File: src/rtl/s_to_p_if.sv
// Serial link bundle between the LSB-first serializer side and the s_to_p deserializer.
// The driver of the link uses master; the deserializer uses slave.
interface s_to_p_if #(
  parameter int WIDTH = 16
);
  localparam int ONES_W = $clog2(WIDTH + 1);

  logic              EN;
  logic              S_TO_P_IN;
  logic [WIDTH-1:0]  S_TO_P_OUT;
  logic              VALID;
  logic              BUSY;
  logic [ONES_W-1:0] ONES;

  modport master (
    output EN,
    output S_TO_P_IN,
    input  S_TO_P_OUT,
    input  VALID,
    input  BUSY,
    input  ONES
  );

  modport slave (
    input  EN,
    input  S_TO_P_IN,
    output S_TO_P_OUT,
    output VALID,
    output BUSY,
    output ONES
  );
endinterface

File: src/rtl/s_to_p.sv
// LSB-first serial-to-parallel deserializer with active-low EN framing, a fixed
// lead-in of discarded samples, one word per EN-low window and a running popcount.
module s_to_p #(
  parameter int WIDTH = 16,
  parameter int LEAD  = 2
) (
  input  logic      CLK,
  input  logic      RST_N,
  s_to_p_if.slave   bus
);

  localparam int CNT_W  = $clog2(LEAD + WIDTH + 1);
  localparam int ONES_W = $clog2(WIDTH + 1);
  localparam logic [CNT_W-1:0] LAST_CNT = CNT_W'(LEAD + WIDTH - 1);
  localparam logic [CNT_W-1:0] SKIP_END = CNT_W'((LEAD > 0) ? LEAD - 1 : 0);
  localparam logic [CNT_W-1:0] LEAD_CNT = CNT_W'(LEAD);

  typedef enum logic [1:0] {
    IDLE  = 2'd0,
    SKIP  = 2'd1,
    SHIFT = 2'd2,
    DONE  = 2'd3
  } state_t;

  state_t              state_q, state_d;
  logic [CNT_W-1:0]    cnt_q, cnt_d;
  logic [WIDTH-1:0]    shift_q, shift_d;
  logic [ONES_W-1:0]   run_q, run_d;
  logic [WIDTH-1:0]    out_q, out_d;
  logic [ONES_W-1:0]   ones_q, ones_d;
  logic                valid_q, valid_d;
  logic                busy_q, busy_d;

  logic [CNT_W-1:0]    bit_k;
  logic [WIDTH-1:0]    word_w;
  logic [ONES_W-1:0]   run_inc;

  // Writes one sampled bit into position k of the word being assembled.
  function automatic logic [WIDTH-1:0] place_bit(
    input logic [WIDTH-1:0] w,
    input logic             b,
    input logic [CNT_W-1:0] k
  );
    logic [WIDTH-1:0] r;
    r = w;
    for (int i = 0; i < WIDTH; i++) begin
      if (k == CNT_W'(i)) r[i] = b;
    end
    return r;
  endfunction

  // cnt_q holds the index n of the sample arriving at the next edge.
  assign bit_k   = cnt_q - LEAD_CNT;
  assign word_w  = place_bit(shift_q, bus.S_TO_P_IN, bit_k);
  assign run_inc = run_q + ONES_W'(bus.S_TO_P_IN);

  always_comb begin
    state_d = state_q;
    cnt_d   = cnt_q;
    shift_d = shift_q;
    run_d   = run_q;
    out_d   = out_q;
    ones_d  = ones_q;
    valid_d = 1'b0;

    if (bus.EN) begin
      // Abort or idle: completed outputs are kept, frame progress is dropped.
      state_d = IDLE;
      cnt_d   = '0;
      shift_d = '0;
      run_d   = '0;
    end else begin
      unique case (state_q)
        IDLE: begin
          cnt_d = CNT_W'(1);
          if (LEAD == 0) begin
            shift_d = place_bit('0, bus.S_TO_P_IN, '0);
            run_d   = ONES_W'(bus.S_TO_P_IN);
            state_d = SHIFT;
          end else if (LEAD == 1) begin
            state_d = SHIFT;
          end else begin
            state_d = SKIP;
          end
        end
        SKIP: begin
          cnt_d = cnt_q + CNT_W'(1);
          if (cnt_q == SKIP_END) state_d = SHIFT;
        end
        SHIFT: begin
          cnt_d   = cnt_q + CNT_W'(1);
          shift_d = word_w;
          run_d   = run_inc;
          if (cnt_q == LAST_CNT) begin
            out_d   = word_w;
            ones_d  = run_inc;
            valid_d = 1'b1;
            state_d = DONE;
          end
        end
        DONE: begin
          state_d = DONE;
        end
        default: begin
          state_d = IDLE;
        end
      endcase
    end

    busy_d = (state_d == SKIP) || (state_d == SHIFT);
  end

  always_ff @(posedge CLK or negedge RST_N) begin
    if (!RST_N) begin
      state_q <= IDLE;
      cnt_q   <= '0;
      shift_q <= '0;
      run_q   <= '0;
      out_q   <= '0;
      ones_q  <= '0;
      valid_q <= 1'b0;
      busy_q  <= 1'b0;
    end else begin
      state_q <= state_d;
      cnt_q   <= cnt_d;
      shift_q <= shift_d;
      run_q   <= run_d;
      out_q   <= out_d;
      ones_q  <= ones_d;
      valid_q <= valid_d;
      busy_q  <= busy_d;
    end
  end

  assign bus.S_TO_P_OUT = out_q;
  assign bus.ONES       = ones_q;
  assign bus.VALID      = valid_q;
  assign bus.BUSY       = busy_q;

endmodule

File: src/flat_wrapper.sv
// flat-port wrapper written by rule: the top's interface ports become plain ports
module s_to_p_flat 
#(
  parameter int WIDTH = 16,
  parameter int LEAD  = 2
)
  (CLK, RST_N, bus_EN, bus_S_TO_P_IN, bus_S_TO_P_OUT, bus_VALID, bus_BUSY, bus_ONES);
  s_to_p_if #(.WIDTH(WIDTH)) bus_i ();
  input  logic CLK;
  input  logic RST_N;
  input wire logic [$bits(bus_i.EN)-1:0] bus_EN;
  input wire logic [$bits(bus_i.S_TO_P_IN)-1:0] bus_S_TO_P_IN;
  output wire logic [$bits(bus_i.S_TO_P_OUT)-1:0] bus_S_TO_P_OUT;
  output wire logic [$bits(bus_i.VALID)-1:0] bus_VALID;
  output wire logic [$bits(bus_i.BUSY)-1:0] bus_BUSY;
  output wire logic [$bits(bus_i.ONES)-1:0] bus_ONES;
  assign bus_i.EN = bus_EN;
  assign bus_i.S_TO_P_IN = bus_S_TO_P_IN;
  assign bus_S_TO_P_OUT = bus_i.S_TO_P_OUT;
  assign bus_VALID = bus_i.VALID;
  assign bus_BUSY = bus_i.BUSY;
  assign bus_ONES = bus_i.ONES;
  s_to_p #(.WIDTH(WIDTH), .LEAD(LEAD)) u_core (.CLK(CLK), .RST_N(RST_N), .bus(bus_i));
endmodule
File: config.mk
export PLATFORM = sky130hd
export DESIGN_NAME = s_to_p_flat
export DESIGN_NICKNAME = d
export VERILOG_FILES = /design/src/rtl/s_to_p_if.sv /design/src/rtl/s_to_p.sv /design/src/flat_wrapper.sv
export SDC_FILE = /design/constraint.sdc
export NUM_CORES = 1
export LEC_CHECK = 0
export BUFFER_PORTS_ARGS = -buffer_cell sky130_fd_sc_hd__buf_2
export CORE_MARGIN = 1
export CORE_UTILIZATION = 35
export DETAILED_ROUTE_END_ITERATION = 12
export SLEW_MARGIN = 20
export SYNTH_ARGS = -nofsm -noshare
export SYNTH_HDL_FRONTEND = slang
export SYNTH_SLANG_ARGS = --single-unit
export TNS_END_PERCENT = 1
File: constraint.sdc
create_clock -name CLK -period 1.8 [get_ports CLK]
set_input_delay 0.18 -clock CLK [delete_from_list [all_inputs] [get_ports CLK]]
set_output_delay 0.18 -clock CLK [all_outputs]
set_load 0.005 [all_outputs]
==> metrics.yaml, run 1 <==
grt_pass1_wl_um: 10400
met2_usage: 0.244
io_buffers: 26
power.leakage_nw: 1.38
drtIter0Drc: 173
crit_path_top_delay_cell: "dfrtp_1"
netlist_instances: 289
syn_area_um2: 2720
final_antenna_net_count: 0
layout_common_cells: "dfrtp_1, nor2_1, nand4_1"
finalCriticalPeriod_ps: 1720
dieArea_um2: 8120
synthTopCellsByArea: "dfrtp_1, nand4_1, o21ai_0"
final_util: 0.427
final-max-slew-violation-count: 0
async_flop_share: 1.00
ys_ff_latch: 51
crit_top_cell: "buf_4"
grt_usage: 0.157
cp_cell_sequence: "buf_4 -> o31ai_4 -> nand3_1 -> buf_4 -> o21ai_0 -> a31oi_1"
cp_data_required_time_ps: 1980
setup-violations-final: 0
antenna-diode-count: 0
grt_max_degree: 34
fin_nets: 339
max_slew_margin: 0.668
areaGrowthSynthToFinish_pct: 15.8
seq_area_frac_synth: 0.470
cts_sinks: 51
cp_max_fo: 8
rows: 31
grt_util_met3: 0.0330
cp-end-kind: "flop"
drcViolationCount: 0
clockRootBuffer: "clkbuf_8"
hold_viol_final: 0
ir_worst_vdd_v: 0.000377
crit_arrival_ps: 1910
ys_types: 35
p_per_area_nw_per_um2: 678
met1_usage: 0.224
tightest_slew_ps: 498
crit_type: "reg -> reg"
synth_top_area_share: 0.470
initial_utilization: 0.369
numCtsBuffers: 5
cp_slowest_stage_delay_ps: 400
antenna_found_initial: 0
avgViaCountPerCell: 5.29
fin_crit_sh: 0.958
hold_slack_ps: 298
grt_pass1_vias: 2114
drive_gt1_frac: 0.208
yosysTopAreaCell: "dfrtp_1"
tns_ps: 0
cap_violations: 0
dp_hpwl_um: 4140
rsz0062_at_grt: "yes"
final_common_cell: "dfrtp_1"
yosysWarnings: 0
critPathLaunchType: "flop"
grt_most_used_layer: "met2"
place_congestion: 0.797
synth_ff_type: "dfrtp_1"
routedWlPerCell_um: 14.6
synth_nets: 306
avgSynthCellArea_um2: 9.40
skew_ps: 5.21
synth_edf_count: 0
drt-pass1-iter-count: 5
grt_overflow: 0
status: "completed"
die_y_um: 90.1
die_w_um: 90.1
insertion_delay_ps: 300
drt_wl_total_um: 6160
clk_pin_slew_ps: 90
core_um2: 7370
min_path_type: "in -> reg"
cts_buffer_depth: 2
ioPinCount: 27
tritoncts: "yes"
vias: 2227
h-tree-depth: 2
fmax_mhz: 580
## layout make-up
cell class                 instances  area [um^2]
sequential                        51         1280
fill                             742         4220
multi-input combinational        210         1310
timing repair buffer              49          330
clock inverter                     2         13.8
clock buffer                       5         68.8
tap                               99          124
inverter                           5         18.8
## cell families after synthesis
| logic type | Yosys count | synth area share |
|---|---|---|
| buffers and inverters | 29 | 0.0562 |
| adder cells (fa/ha/maj) | 13 | 0.0599 |
| flip-flops | 51 | 0.470 |
| AND/OR/NAND/NOR | 101 | 0.197 |
| AO/OA/AOI/OAI | 81 | 0.169 |
| XOR/XNOR | 10 | 0.0322 |
| multiplexers | 4 | 0.0157 |
## flip-flops by register name, summed over array words and instances (netlist names)
register and count:
u_core.bus.VALID 1, u_core.cnt_q 5, u_core.bus.S_TO_P_OUT 16, u_core.bus.BUSY 1, u_core.run_q 5, u_core.shift_q 16, u_core.bus.ONES 5, u_core.state_q 2
## worst max-delay path: cells and delay by family, from the launching register on
family,cells,cell delay (ps)
and+or+nand+nor,1,130
DFF,1,400
buffers and inverters,2,340
AOI/OAI and AO/OA,3,740
## repair_timing
item,CTS,global route
hold buffers,1,0
gates resized for setup,0,9
setup endpoints to repair,0,36
hold endpoints to repair,18,0
setup buffers,0,0
## worst paths after layout
kind / startpoint / end / slack, ps / cells past startpoint
max: u_core.cnt_q[1] / u_core.bus.S_TO_P_OUT[0] / 80 / 6
min: bus_S_TO_P_IN / u_core.bus.ONES[0] / 300 / 3
max reg2reg: u_core.cnt_q[1] / u_core.bus.S_TO_P_OUT[0] / 80 / 6
min reg2reg: u_core.bus.ONES[0] / u_core.bus.ONES[0] / 510 / 1
max in group asynchronous: RST_N / u_core.shift_q[9] / 890 / 3
min in group asynchronous: RST_N / u_core.shift_q[0] / 370 / 2
## cells in the mapped netlist (3+ instances only)
cell type  instances
dfrtp_1           51
o21ai_0           36
nor2_1            35
nand4_1           34
a21oi_1           23
a31oi_1           16
ha_1              13
clkbuf_1          10
nand3_1           10
nand2_1            7
xor2_1             7
buf_2              5
buf_6              5
inv_1              5
buf_1              4
nand2b_1           3
xnor2_1            3
## per-stage QoR
step	cells	instance area (um^2)	total power [mW]	setup slack [ps]
floorplan	289	2720	1.39	30.5
CTS	420	3120	2.15	11.4
global route	421	3150	2.24	-8.37
detailed placement	412	3030	1.50	36.2
global placement	412	3030	1.50	60.4
finish	421	3150	2.13	75.4
## report_power, final
part | leakage, nW | switching, mW | total (mW) | internal, mW
clock network | 0.0440 | 0.374 | 0.641 | 0.267
logic | 0.626 | 0.212 | 0.319 | 0.107
registers | 0.707 | 0.0120 | 1.17 | 1.16
## metal layers
| layer | wire (um) | part of all wire |
|---|---|---|
| met5 | 0 | 0 |
| met1 | 3140 | 0.51 |
| met4 | 58 | 0.0094 |
| met3 | 316 | 0.051 |
| met2 | 2650 | 0.43 |
(Power assumes the default switching activity.)
==> run 2: changes to the inputs <==
Clock period 1.8 ns to 1.5 ns, I/O delays scaled along.
==> run 2 against run 1 <==
  * The run now ends with negative setup slack left
  * Register-to-register slack got worse by 290 ps
  * Hold slack got worse by 48 ps
  * Maximum frequency increased by 0.83%
  * Power increased by 31%
  * Global-route usage increased by 2.9 points
  * Flip-flop and latch count unchanged
  * Worst setup slack got worse by 290 ps
  * Combinational power increased by 66%
  * Clock power increased by 35%
  * Clock skew increased by 2.6 ps
  * Non-clock buffer count increased by 25
  * Largest power group unchanged
==> metrics.yaml, run 2 (synthesis gave the netlist of run 1 again) <==
pre_cts_slack_ps: -223  # was 36.2 ps
hold_viol_final: 0  # unchanged
hold_slack_ps: 250  # was 298 ps
layout_common_cells: "dfrtp_1, nand4_1, buf_4"  # was dfrtp_1, nor2_1, nand4_1
tns_ps: -5190  # was 0 ps
tritoncts: "yes"  # unchanged
avgViaCountPerCell: 5.53  # was 5.29
place_congestion: 0.793  # was 0.797
whs_endpoint: "u_core.bus.ONES[0]"  # unchanged
final_antenna_net_count: 0  # unchanged
p_per_area_nw_per_um2: 749  # was 678 nW/um^2
skew_ps: 7.84  # was 5.21 ps
ir_worst_vdd_v: 0.000497  # was 0.000377 V
n_fill_cell: 677  # was 742
dp_hpwl_um: 4440  # was 4140 um
crit_type: "reg -> reg"  # unchanged
fmax_mhz: 585  # was 580 MHz
r2r_setup_slack_ps: -210  # was 80 ps
fin_crit_sh: 1.14  # was 0.958
final_cell_area_um2: 3740  # was 3150 um^2
clockRootBuffer: "clkbuf_8"  # unchanged
timing.rr.end: "u_core.bus.S_TO_P_OUT[12]"  # was u_core.bus.S_TO_P_OUT[0]
grt_pass1_vias: 2405  # was 2114
initial_utilization: 0.369  # unchanged
seqCellArea_um2: 1280  # about the same
areaGrowthSynthToFinish_pct: 37.6  # was 15.8%
h-tree-depth: 2  # unchanged
drive_gt1_frac: 0.380  # was 0.208
drt-pass1-iter-count: 5  # unchanged
drcViolationCount: 0  # unchanged
finalCriticalPeriod_ps: 1710  # was 1720 ps
rr_startpoint: "u_core.cnt_q[1]"  # unchanged
critPathLaunchType: "flop"  # unchanged
multi_input_area_um2: 1540  # was 1310 um^2
grt_pass1_wl_um: 12000  # was 10400 um
cp-end-kind: "flop"  # unchanged
grt_max_degree: 36  # was 34
min_from: "bus_S_TO_P_IN"  # unchanged
rr_worst_depth: 8  # was 6
status: "finished, violations left"  # was completed
max_slew_margin: 0.715  # was 0.668
die_y_um: 90.1  # unchanged
cp_max_fo: 8  # unchanged
crit_arrival_ps: 1920  # was 1910 ps
rows: 31  # unchanged
dieArea_um2: 8120  # unchanged
io_buffers: 26  # unchanged
grt_overflow: 0  # unchanged
fin_nets: 366  # was 339
tightest_slew_ps: 428  # was 498 ps
final-max-slew-violation-count: 0  # unchanged
rsz0062_at_grt: "yes"  # unchanged
vias: 2483  # was 2227
cts_sinks: 51  # unchanged
antenna_found_initial: 0  # unchanged
worst_slack_ps: -210  # was 75.4 ps
min_path_cells: 3  # unchanged
power.leakage_nw: 1.59  # was 1.38 nW
insertion_delay_ps: 320  # was 300 ps
routedWlPerCell_um: 16.6  # was 14.6 um
clk_pin_slew_ps: 110  # was 90 ps
place_area_um2: 3130  # was 3030 um^2
drtIter0Drc: 204  # was 173
grt_usage: 0.186  # was 0.157
ioPinCount: 27  # unchanged
core_um2: 7370  # unchanged
cts_buffer_depth: 2  # unchanged
setup-violations-final: 39  # was 0
antenna-diode-count: 0  # unchanged
cp_data_required_time_ps: 1710  # was 1980 ps
die_w_um: 90.1  # unchanged
drt_wl_total_um: 7440  # was 6160 um
final_util: 0.507  # was 0.427
numCtsBuffers: 5  # unchanged
final_common_cell: "dfrtp_1"  # unchanged
min_path_type: "in -> reg"  # unchanged
cap_violations: 0  # unchanged
violations: "negative setup slack"
-- run 2: cell types whose count changed in the layout (fill, tap and decap cells not counted), moves of 5 or more --
| cell | change |
|---|---|
| nor2_1 | -10 |
| buf_4 | +10 |
| nor2_2 | +7 |
| o21ai_1 | +21 |
| o21ai_2 | +7 |
| buf_6 | +6 |
| o21ai_0 | -29 |
| nand3_1 | -5 |
-- run 2: per-stage QoR --
step | std cells | total power [mW]
after detailed placement | 423 | 1.84
after global routing | 449 | 2.92
after global placement | 423 | 1.84
after floorplan | 289 | 1.66
final | 449 | 2.80
after CTS | 446 | 2.76
-- run 2: worst max path at each step --
| stage | start | to | cells after the start |
|---|---|---|---|
| finish | u_core.cnt_q[1] | u_core.bus.S_TO_P_OUT[12] | 8 |
| global route | u_core.cnt_q[1] | u_core.bus.S_TO_P_OUT[10] | 8 |
| CTS | u_core.cnt_q[1] | u_core.bus.ONES[1] | 6 |
| detailed placement | u_core.cnt_q[1] | u_core.bus.S_TO_P_OUT[2] | 7 |
| global placement | u_core.cnt_q[2] | u_core.bus.S_TO_P_OUT[8] | 4 |
| floorplan | u_core.cnt_q[2] | u_core.bus.S_TO_P_OUT[12] | 6 |
-- run 2: worst max-delay path, stage by stage, from the launching register on --
cell,delay (ps)
dfrtp_2,440
inv_2,90
buf_4,130
ha_4,150
xor2_1,160
buf_4,200
nand2b_1,150
o21ai_1,180
a31oi_1,100
-- run 2: area by class of cell --
class | instances | share of cell area
clock buffers | 5 | 0.0184
clock inverters | 3 | 0.00770
inverters | 5 | 0.00502
multi-input cells | 212 | 0.411
flip-flops and latches | 51 | 0.343
well taps | 99 | 0.0331
repair buffers | 74 | 0.182
-- run 2: repair_timing --
| action | in CTS | in global routing |
|---|---|---|
| buffers inserted | 9 | 0 |
| pin swaps | 19 | 10 |
| hold buffers | 1 | 0 |
| endpoints found under the hold margin | 16 | 0 |
| endpoints found under the setup margin | 40 | 44 |
| resized for setup | 64 | 34 |
| cloned | 5 | 3 |
-- run 2: routing by layer --
layer | vias to the layer above | share of wire | track usage
met3 | 16 | 0.058 | 0.0406
met4 | 0 | 0.021 | 0.0685
met1 | 1215 | 0.43 | 0.237
li1 | 1176 | - | -
met2 | 76 | 0.49 | 0.309
met5 | - | 0 | 0
-- run 2: power breakdown --
group	switching (mW)	internal, mW
clock network	0.518	0.347
logic	0.315	0.212
registers	0.0144	1.39
